[src/rtl/spi_instr_pkg.sv]
// Shared opcode constants, decoder state encoding and opcode classification helpers.
// No logic of its own; imported by the serial front-end modules.
// Backpressure: not applicable.
package spi_instr_pkg;

    localparam int OPCODE_BITS = 8;

    localparam logic [OPCODE_BITS-1:0] OP_WRSR      = 8'h01;
    localparam logic [OPCODE_BITS-1:0] OP_PP        = 8'h02;
    localparam logic [OPCODE_BITS-1:0] OP_READ      = 8'h03;
    localparam logic [OPCODE_BITS-1:0] OP_WRDI      = 8'h04;
    localparam logic [OPCODE_BITS-1:0] OP_RDSR      = 8'h05;
    localparam logic [OPCODE_BITS-1:0] OP_WREN      = 8'h06;
    localparam logic [OPCODE_BITS-1:0] OP_FAST_READ = 8'h0B;
    localparam logic [OPCODE_BITS-1:0] OP_RES       = 8'hAB;
    localparam logic [OPCODE_BITS-1:0] OP_DP        = 8'hB9;
    localparam logic [OPCODE_BITS-1:0] OP_BE        = 8'hC7;
    localparam logic [OPCODE_BITS-1:0] OP_SE        = 8'hD8;

    typedef enum logic [2:0] {
        ST_IDLE,
        ST_INSTR,
        ST_ADDR,
        ST_DUMMY,
        ST_DATA,
        ST_RDOUT,
        ST_WAIT,
        ST_IGNORE
    } state_t;

    function automatic logic is_write_op(input logic [OPCODE_BITS-1:0] op);
        return op inside {OP_WREN, OP_WRDI, OP_WRSR, OP_PP, OP_SE, OP_BE, OP_DP};
    endfunction

    function automatic logic wel_exempt(input logic [OPCODE_BITS-1:0] op);
        return (op == OP_WREN) || (op == OP_WRDI);
    endfunction

endpackage

[src/rtl/spi_shift_in.sv]
// MSB-first byte deserialiser with bit counter; byte_nxt/byte_done are combinational on the 8th bit.
// Latency: byte_done asserts in the same cycle the 8th bit is presented.
// Backpressure: en low (hold or deselect) freezes shift and count; clr realigns to a byte boundary.
module spi_shift_in
    import spi_instr_pkg::*;
(
    input  logic                   c,
    input  logic                   rst_n,
    input  logic                   clr,
    input  logic                   en,
    input  logic                   d,
    output logic [OPCODE_BITS-1:0] byte_nxt,
    output logic [2:0]             bit_cnt,
    output logic                   byte_done
);

    logic [OPCODE_BITS-2:0] sh;

    assign byte_nxt  = {sh, d};
    assign byte_done = en && (bit_cnt == 3'd7);

    always_ff @(posedge c or negedge rst_n) begin
        if (!rst_n) begin
            sh      <= '0;
            bit_cnt <= 3'd0;
        end else if (clr) begin
            sh      <= '0;
            bit_cnt <= 3'd0;
        end else if (en) begin
            sh      <= byte_nxt[OPCODE_BITS-2:0];
            bit_cnt <= bit_cnt + 3'd1;
        end
    end

endmodule

[src/rtl/spi_instr_decoder.sv]
// SPI instruction decoder for the M25P10A model; FAST_READ_EN adds the 0B fast-read opcode.
// Latency: all qualifiers are registered and appear the cycle after the sampling edge of the completing bit.
// Backpressure: hold=0 freezes the decoder; write_op commits only at a clean, byte-aligned deselect.
module spi_instr_decoder
    import spi_instr_pkg::*;
#(
    parameter int ADDR_BITS     = 24,
    parameter int MEM_ADDR_BITS = 17,
    parameter int PAGE_BITS     = 8
) (
    input  logic                     c,
    input  logic                     rst_n,
    input  logic                     s,
    input  logic                     d,
    input  logic                     hold,
    input  logic                     wel,
    input  logic                     wip,
    input  logic                     status_srwd,
    output logic [OPCODE_BITS-1:0]   instr,
    output logic                     instr_valid,
    output logic [MEM_ADDR_BITS-1:0] addr,
    output logic [OPCODE_BITS-1:0]   data_byte,
    output logic                     data_valid,
    output logic                     read_op,
    output logic                     rdsr_op,
    output logic                     wrsr,
    output logic                     srwd_wrsr,
    output logic                     write_op
);

    localparam int ADDR_BYTES = ADDR_BITS / OPCODE_BITS;
    localparam int ACW        = $clog2(ADDR_BYTES + 1);

    state_t                   state, state_nxt;
    logic [OPCODE_BITS-1:0]   byte_nxt;
    logic [2:0]               bit_cnt;
    logic                     byte_done;
    logic                     active;
    logic [ACW-1:0]           addr_cnt;
    logic [MEM_ADDR_BITS-OPCODE_BITS-1:0] addr_acc;
    logic [MEM_ADDR_BITS-1:0] addr_full;
    logic                     data_seen;
    logic evt_instr, evt_addr, evt_addr_last, evt_data, evt_read, evt_rdsr, evt_wrsr, commit;

    assign active    = !s && hold;
    // Address bits above the array size simply fall off the top of this shifter.
    assign addr_full = {addr_acc, byte_nxt};

    spi_shift_in u_shift (
        .c         (c),
        .rst_n     (rst_n),
        .clr       (s),
        .en        (active),
        .d         (d),
        .byte_nxt  (byte_nxt),
        .bit_cnt   (bit_cnt),
        .byte_done (byte_done)
    );

    always_ff @(posedge c or negedge rst_n) begin
        if (!rst_n) state <= ST_IDLE;
        else        state <= state_nxt;
    end

    always_comb begin
        state_nxt     = state;
        evt_instr     = 1'b0;
        evt_addr      = 1'b0;
        evt_addr_last = 1'b0;
        evt_data      = 1'b0;
        evt_read      = 1'b0;
        evt_rdsr      = 1'b0;
        evt_wrsr      = 1'b0;
        commit        = 1'b0;
        if (s) begin
            state_nxt = ST_IDLE;
            commit    = (state == ST_WAIT || (state == ST_DATA && data_seen)) &&
                        (bit_cnt == 3'd0) && is_write_op(instr) && !wip &&
                        (wel || wel_exempt(instr));
        end else if (hold) begin
            case (state)
                ST_IDLE, ST_INSTR: begin
                    state_nxt = ST_INSTR;
                    if (byte_done) begin
                        evt_instr = 1'b1;
                        if (wip && byte_nxt != OP_RDSR) begin
                            state_nxt = ST_IGNORE;
                        end else begin
                            case (byte_nxt)
                                OP_WREN, OP_WRDI, OP_BE, OP_DP, OP_RES: state_nxt = ST_WAIT;
`ifdef FAST_READ_EN
                                OP_SE, OP_READ, OP_PP, OP_FAST_READ:    state_nxt = ST_ADDR;
`else
                                OP_SE, OP_READ, OP_PP:                  state_nxt = ST_ADDR;
`endif
                                OP_WRSR: begin
                                    state_nxt = ST_DATA;
                                    evt_wrsr  = 1'b1;
                                end
                                OP_RDSR: begin
                                    state_nxt = ST_RDOUT;
                                    evt_rdsr  = 1'b1;
                                end
                                default: state_nxt = ST_IGNORE;
                            endcase
                        end
                    end
                end
                ST_ADDR: begin
                    if (byte_done) begin
                        evt_addr = 1'b1;
                        if (addr_cnt == ACW'(ADDR_BYTES - 1)) begin
                            evt_addr_last = 1'b1;
                            case (instr)
                                OP_READ: begin
                                    state_nxt = ST_RDOUT;
                                    evt_read  = 1'b1;
                                end
                                OP_PP:        state_nxt = ST_DATA;
`ifdef FAST_READ_EN
                                OP_FAST_READ: state_nxt = ST_DUMMY;
`endif
                                default:      state_nxt = ST_WAIT;
                            endcase
                        end
                    end
                end
                ST_DUMMY: begin
                    if (byte_done) begin
                        state_nxt = ST_RDOUT;
                        evt_read  = 1'b1;
                    end
                end
                ST_DATA: evt_data = byte_done;
                default: ;
            endcase
        end
    end

    always_ff @(posedge c or negedge rst_n) begin
        if (!rst_n) begin
            instr       <= '0;
            instr_valid <= 1'b0;
            addr        <= '0;
            addr_acc    <= '0;
            addr_cnt    <= '0;
            data_byte   <= '0;
            data_valid  <= 1'b0;
            data_seen   <= 1'b0;
            read_op     <= 1'b0;
            rdsr_op     <= 1'b0;
            wrsr        <= 1'b0;
            srwd_wrsr   <= 1'b0;
            write_op    <= 1'b0;
        end else begin
            instr_valid <= evt_instr;
            data_valid  <= evt_data;
            write_op    <= commit;
            if (evt_instr) begin
                instr    <= byte_nxt;
                addr_cnt <= '0;
            end
            if (evt_addr) begin
                addr_acc <= addr_full[MEM_ADDR_BITS-OPCODE_BITS-1:0];
                addr_cnt <= addr_cnt + ACW'(1);
            end
            // PP addr advances the cycle after data_valid so consumers see the byte's own address.
            if (evt_addr_last)
                addr <= addr_full;
            else if (data_valid && instr == OP_PP)
                addr[PAGE_BITS-1:0] <= addr[PAGE_BITS-1:0] + PAGE_BITS'(1);
            if (evt_data) begin
                data_byte <= byte_nxt;
                data_seen <= 1'b1;
            end
            if (s) begin
                data_seen <= 1'b0;
                read_op   <= 1'b0;
                rdsr_op   <= 1'b0;
                wrsr      <= 1'b0;
                srwd_wrsr <= 1'b0;
            end else begin
                if (evt_read) read_op <= 1'b1;
                if (evt_rdsr) rdsr_op <= 1'b1;
                if (evt_wrsr) begin
                    wrsr      <= 1'b1;
                    srwd_wrsr <= status_srwd;
                end
            end
        end
    end

endmodule
[config.mk]
export PLATFORM = sky130hd
export DESIGN_NAME = spi_instr_decoder
export DESIGN_NICKNAME = d
export VERILOG_FILES = /design/src/rtl/spi_instr_pkg.sv /design/src/rtl/spi_shift_in.sv /design/src/rtl/spi_instr_decoder.sv
export SDC_FILE = /design/constraint.sdc
export NUM_CORES = 1
export LEC_CHECK = 0
export CAP_MARGIN = 10
export CORE_MARGIN = 2
export CORE_UTILIZATION = 58
export CTS_CLUSTER_DIAMETER = 100
export DETAILED_ROUTE_END_ITERATION = 12
export PLACE_DENSITY = 0.85
export REMOVE_ABC_BUFFERS = 1
export SLEW_MARGIN = 5
export SYNTH_ARGS = -nofsm -noshare
export SYNTH_HDL_FRONTEND = slang
export SYNTH_HIERARCHICAL = 1
export SYNTH_SLANG_ARGS = --single-unit
[constraint.sdc]
create_clock -name c -period 5.8 [get_ports c]
set_input_delay 1.45 -clock c [delete_from_list [all_inputs] [get_ports c]]
set_output_delay 1.45 -clock c [all_outputs]
set_load 0.02 [all_outputs]
==> results.md <==
Floorplan:
- Measured along the x axis, the die boundary spans 77.0 µm.
- The cell row count is 26.
- The starting density of the core is 60.2%.
- The floorplan step defined a die boundary enclosing 5930 µm².
- The number of ports placed on the die boundary is 48.
- The floorplan step defined a core boundary enclosing 5140 µm².
- The die boundary height is slightly below 80 µm.

Job:
- Max-cap violations in this run came to 0.

Synth:
- After Yosys synthesis, full adders, half adders and majority gates account for 1.62% of the synthesized area.
- The mux contribution to synthesized area is between 15 and 20%.
- The prevailing post-synth register cell is sky130_fd_sc_hd__dfrtp_1.
- In the synthesized netlist the async set-or-reset flop fraction comes to between 90% and 100%.
- The compound-gate portion of the synthesized area is 7.28%.
- The synthesized design contains 0 enable-type register cells.
- The number of register bits inferred by synthesis is 65.
- The Yosys step of the flow raised 6 warnings.
- The fraction of synthesized cell area in xor and xnor cells is 2.27%.
- The average footprint of a synthesized cell is 11.7 µm².
- Yosys mapped the design onto 51 distinct sky130hd cell types.
- The number of instances in the synthesized netlist is 265.
- The cell area after technology mapping is 3090 µm².
- After Yosys synthesis, and, or, nand and nor cells account for approximately 17% of the synthesized area.
- The fraction of the yosys area taken by sequential cells is around 53%.
- By area, the combinational part of the netlist is dominated by simple AND/OR/NAND/NOR gates.

Finish:
- The library cells used most frequently in the layout, excluding fill and tap cells, are sky130_fd_sc_hd__dfrtp_1, sky130_fd_sc_hd__clkdlybuf4s50_1, sky130_fd_sc_hd__mux2_2.
- The net count of the finished layout is around 320.
- The count of inserted antenna diode cells is 0.
- The most common library cell in the layout ignoring fill and taps is sky130_fd_sc_hd__dfrtp_1.
- The signed area change from the synthesized netlist to the final layout is 21.9%.
- After routing the design area is 3770 µm².
- The ratio of cells with drive above 1 in the final layout is a little under 20%.
- Cells fill 73.3% of the core in the end.
- Excluding fillers, the count of instances in the completed layout stands at between 300 and 400.

Global route:
- Entering global routing, the biggest net connects 66 pins.
- The wire length of the first global-routing pass is 11000 µm.
- The total overflow left after global routing is 0.
- The number of antenna violations at the first check in global routing is 0.
- The via count of the first global-routing pass was 2270.
- Global routing used 24.0% of the available tracks.

Power and ir drop:
- The switching power as a share of total power is 21.5%.
- The relative contribution of sequential cells to total power is 53.3%.
- The worst voltage drop across the vdd grid is roughly 0.00024 V.
- The net switching power figure is roughly 190 µW.
- The internal portion of total power is 676 µW.
- The design draws 861 µW.
- The total leakage power is 1.78 nW.
- The clock share of power is between 40% and 50%.
- Of the total power, combinational logic draws 3.6%.
- The power density relative to cell area is ~230 nW/µm².

Route:
- In this run, the number of DRC markers left after iteration 0 of detailed routing was 284.
- Once detail routing completed, the nets flagged for antenna violations numbered 0.
- The first-pass iteration count of the detailed router is 4.
- The final routed DRC violation total is 0.
- Wires add up to 6390 µm.
- After detailed routing, the number of vias per cell comes to approximately 5.7.
- The routed layout has 2190 vias.
- In the final routed layout, each cell accounts on average for 16.5 µm.

Clock tree:
- The number of H-tree branching levels is 3.
- The buffer depth of the longest clock path is 2.
- Buffers inserted during clock tree synthesis total 9.
- Clock-pin slew was measured on the worst setup and hold paths at 0.07 ns.
- In this run the clock root is driven by a sky130_fd_sc_hd__clkbuf_8.
- The number of hold buffers added after CTS is 0.
- The clock latency reported for the late side of the worst-skew pair is 0.33 ns.
- The post-CTS repair timing setup buffer count is 0.
- The number of sinks on the clock net is 65.
- The number of resized instances in the post-cts repair step is 0.
- TritonCTS built the clock tree.

Timing:
- The max-slew headroom at the worst pin is a little under half.
- The final-layout setup total negative slack is 0 ns.
- The final count of hold timing violations came to 0.
- The setup violation total in the final timing report is 0.
- The final count of pins violating max slew was 0.
- The worst path uses 64.2% of the clock period.
- The clock tree skew after final layout is 0.00604 ns.
- Setup slack on the critical path of the routed design comes to 2.08 ns.
- The clock period minus final worst setup slack is ~3.7 ns.
- Static timing analysis puts the maximum clock frequency at roughly 0.27 GHz.
- Setup repair after global routing left no endpoint under its margin.
- On the final layout, the worst hold slack is 0.478 ns.
- The slew at the pin with the worst max-slew slack is 0.803 ns.

Placed design:
- Including well taps, the total number of placed cells is ~370.
- The wire-length estimate of the detail-placed layout is ~4300 µm.
- At the end of routability-driven placement, the weighted congestion stood at 0.900.
- The worst setup slack after placement is 1.76 ns.
- Port buffering added 47 buffers.
- The standard cell area after detailed placement is 3580 µm².

Critical path:
- Along the worst path, the maximum fanout reaches 25.
- The slowest stage cell on the critical path is sky130_fd_sc_hd__clkdlybuf4s50_1.
- The number of buffers and inverters on the critical path is 1.
- For the worst setup path, the data arrival time is 3.94 ns.
- The delay of the slowest cell on the worst path is around 0.75 ns.
- STA classifies the critical path startpoint as an input pin.
- The setup path with the least slack is of type input pin to flop.
- The endpoint class of the critical path is a flop.
- The required time at the worst-slack endpoint is 6.01 ns.
- Traced cell by cell, the critical path runs through clkdlybuf4s50_1 -> nor2b_1 -> and2_2 -> nand3b_1 -> nor3_1 -> nand2_2 -> mux2_2.
- The largest delay contributor family on the critical path is simple AND/OR/NAND/NOR gates.

Min path:
- The worst hold path belongs to the class flop to flop.

Outcome:
- The run finished with clean final reports.
==> per-layer routing <==
metal  vias to the layer above  wire (µm)  track usage [%]
li1                       1034          -                -
met1                      1071       2720             31.3
met2                        72       3200             38.1
met3                        13        326             4.82
met4                         0        133             12.5
met5                         -          0                0
==> power groups by stage <==
stage | registers (mW) | clock network, mW | logic [mW]
floorplan | 0.466 | 0 | 0.0121
global placement | 0.467 | 0 | 0.0309
detailed placement | 0.467 | 0 | 0.0317
CTS | 0.459 | 0.378 | 0.0317
global route | 0.459 | 0.399 | 0.0354
finish | 0.459 | 0.371 | 0.0312
==> sequential cells by signal, indices dropped and copies added (netlist names) <==
register / cells
rdsr_op: 1
write_op: 1
u_shift/bit_cnt: 3
srwd_wrsr: 1
state: 3
read_op: 1
data_valid: 1
instr: 8
addr_acc: 9
addr: 17
instr_valid: 1
data_seen: 1
u_shift/sh: 7
data_byte: 8
wrsr: 1
addr_cnt: 2
==> worst reg2reg max path, cell delays in order (launching register included) <==
cell                       delay (ns)
sky130_fd_sc_hd__dfrtp_1         0.39
sky130_fd_sc_hd__ha_1            0.17
sky130_fd_sc_hd__ha_1            0.15
sky130_fd_sc_hd__and2_2          0.19
sky130_fd_sc_hd__nand3b_1        0.16
sky130_fd_sc_hd__nor3_1          0.30
sky130_fd_sc_hd__nand2_2         0.34
sky130_fd_sc_hd__mux2_2          0.39
==> synth_stat cells (2+ instances only) <==
master / instances / area, µm²
sky130_fd_sc_hd__dfrtp_1: 65 / 1630
sky130_fd_sc_hd__mux2_2: 34 / 383
sky130_fd_sc_hd__nor2_1: 26 / 97.6
sky130_fd_sc_hd__a21oi_1: 13 / 65.1
sky130_fd_sc_hd__mux2i_1: 11 / 110
sky130_fd_sc_hd__nand2_1: 11 / 41.3
sky130_fd_sc_hd__nor3_1: 9 / 45.0
sky130_fd_sc_hd__inv_1: 7 / 26.3
sky130_fd_sc_hd__nand2b_1: 6 / 37.5
sky130_fd_sc_hd__nand3_1: 6 / 30.0
sky130_fd_sc_hd__xnor2_1: 6 / 52.6
sky130_fd_sc_hd__buf_2: 5 / 25.0
sky130_fd_sc_hd__o21ai_0: 5 / 25.0
sky130_fd_sc_hd__clkbuf_1: 4 / 15.0
sky130_fd_sc_hd__ha_1: 4 / 50.1
sky130_fd_sc_hd__or3_1: 4 / 25.0
sky130_fd_sc_hd__a31oi_1: 3 / 18.8
sky130_fd_sc_hd__buf_6: 3 / 33.8
sky130_fd_sc_hd__nand4_1: 3 / 18.8
sky130_fd_sc_hd__nor2b_1: 3 / 18.8
sky130_fd_sc_hd__o22ai_1: 3 / 18.8
sky130_fd_sc_hd__and2b_2: 2 / 17.5
sky130_fd_sc_hd__o31a_1: 2 / 17.5
sky130_fd_sc_hd__o32ai_1: 2 / 17.5
sky130_fd_sc_hd__xor2_1: 2 / 17.5
==> logic make-up after synthesis <==
| logic type | after synthesis |
|---|---|
| xor gates and xnor gates | 8 |
| buffers and inverters | 21 |
| AOI/OAI and AO/OA | 36 |
| adders and majority gates | 4 |
| DFF | 65 |
| and+or+nand+nor | 86 |
| muxes | 45 |
==> final cells by class <==
type / instances / area [µm²]
Inverter: 7 / 26.3
Clock inverter: 3 / 40.0
Multi-Input combinational cell: 179 / 1350
Clock buffer: 13 / 149
Timing Repair Buffer: 50 / 488
Sequential cell: 65 / 1630
Fill cell: 388 / 1370
Tap cell: 70 / 87.6
==> final timing paths <==
check / start / endpoint / slack [ns] / cells past startpoint
max: s / addr[11]$_DFFE_PN0P_ / 2.08 / 7
min: addr_cnt[0]$_DFFE_PN0P_ / addr_cnt[0]$_DFFE_PN0P_ / 0.48 / 1
max reg2reg: u_shift/bit_cnt[0]$_DFFE_PN0P_ / addr[11]$_DFFE_PN0P_ / 3.58 / 7
min reg2reg: addr_cnt[0]$_DFFE_PN0P_ / addr_cnt[0]$_DFFE_PN0P_ / 0.48 / 1
max in group asynchronous: rst_n / instr[7]$_DFFE_PN0P_ / 3.99 / 2
min in group asynchronous: rst_n / data_byte[0]$_DFFE_PN0P_ / 1.28 / 2
Power figures use the tool's default switching activity.
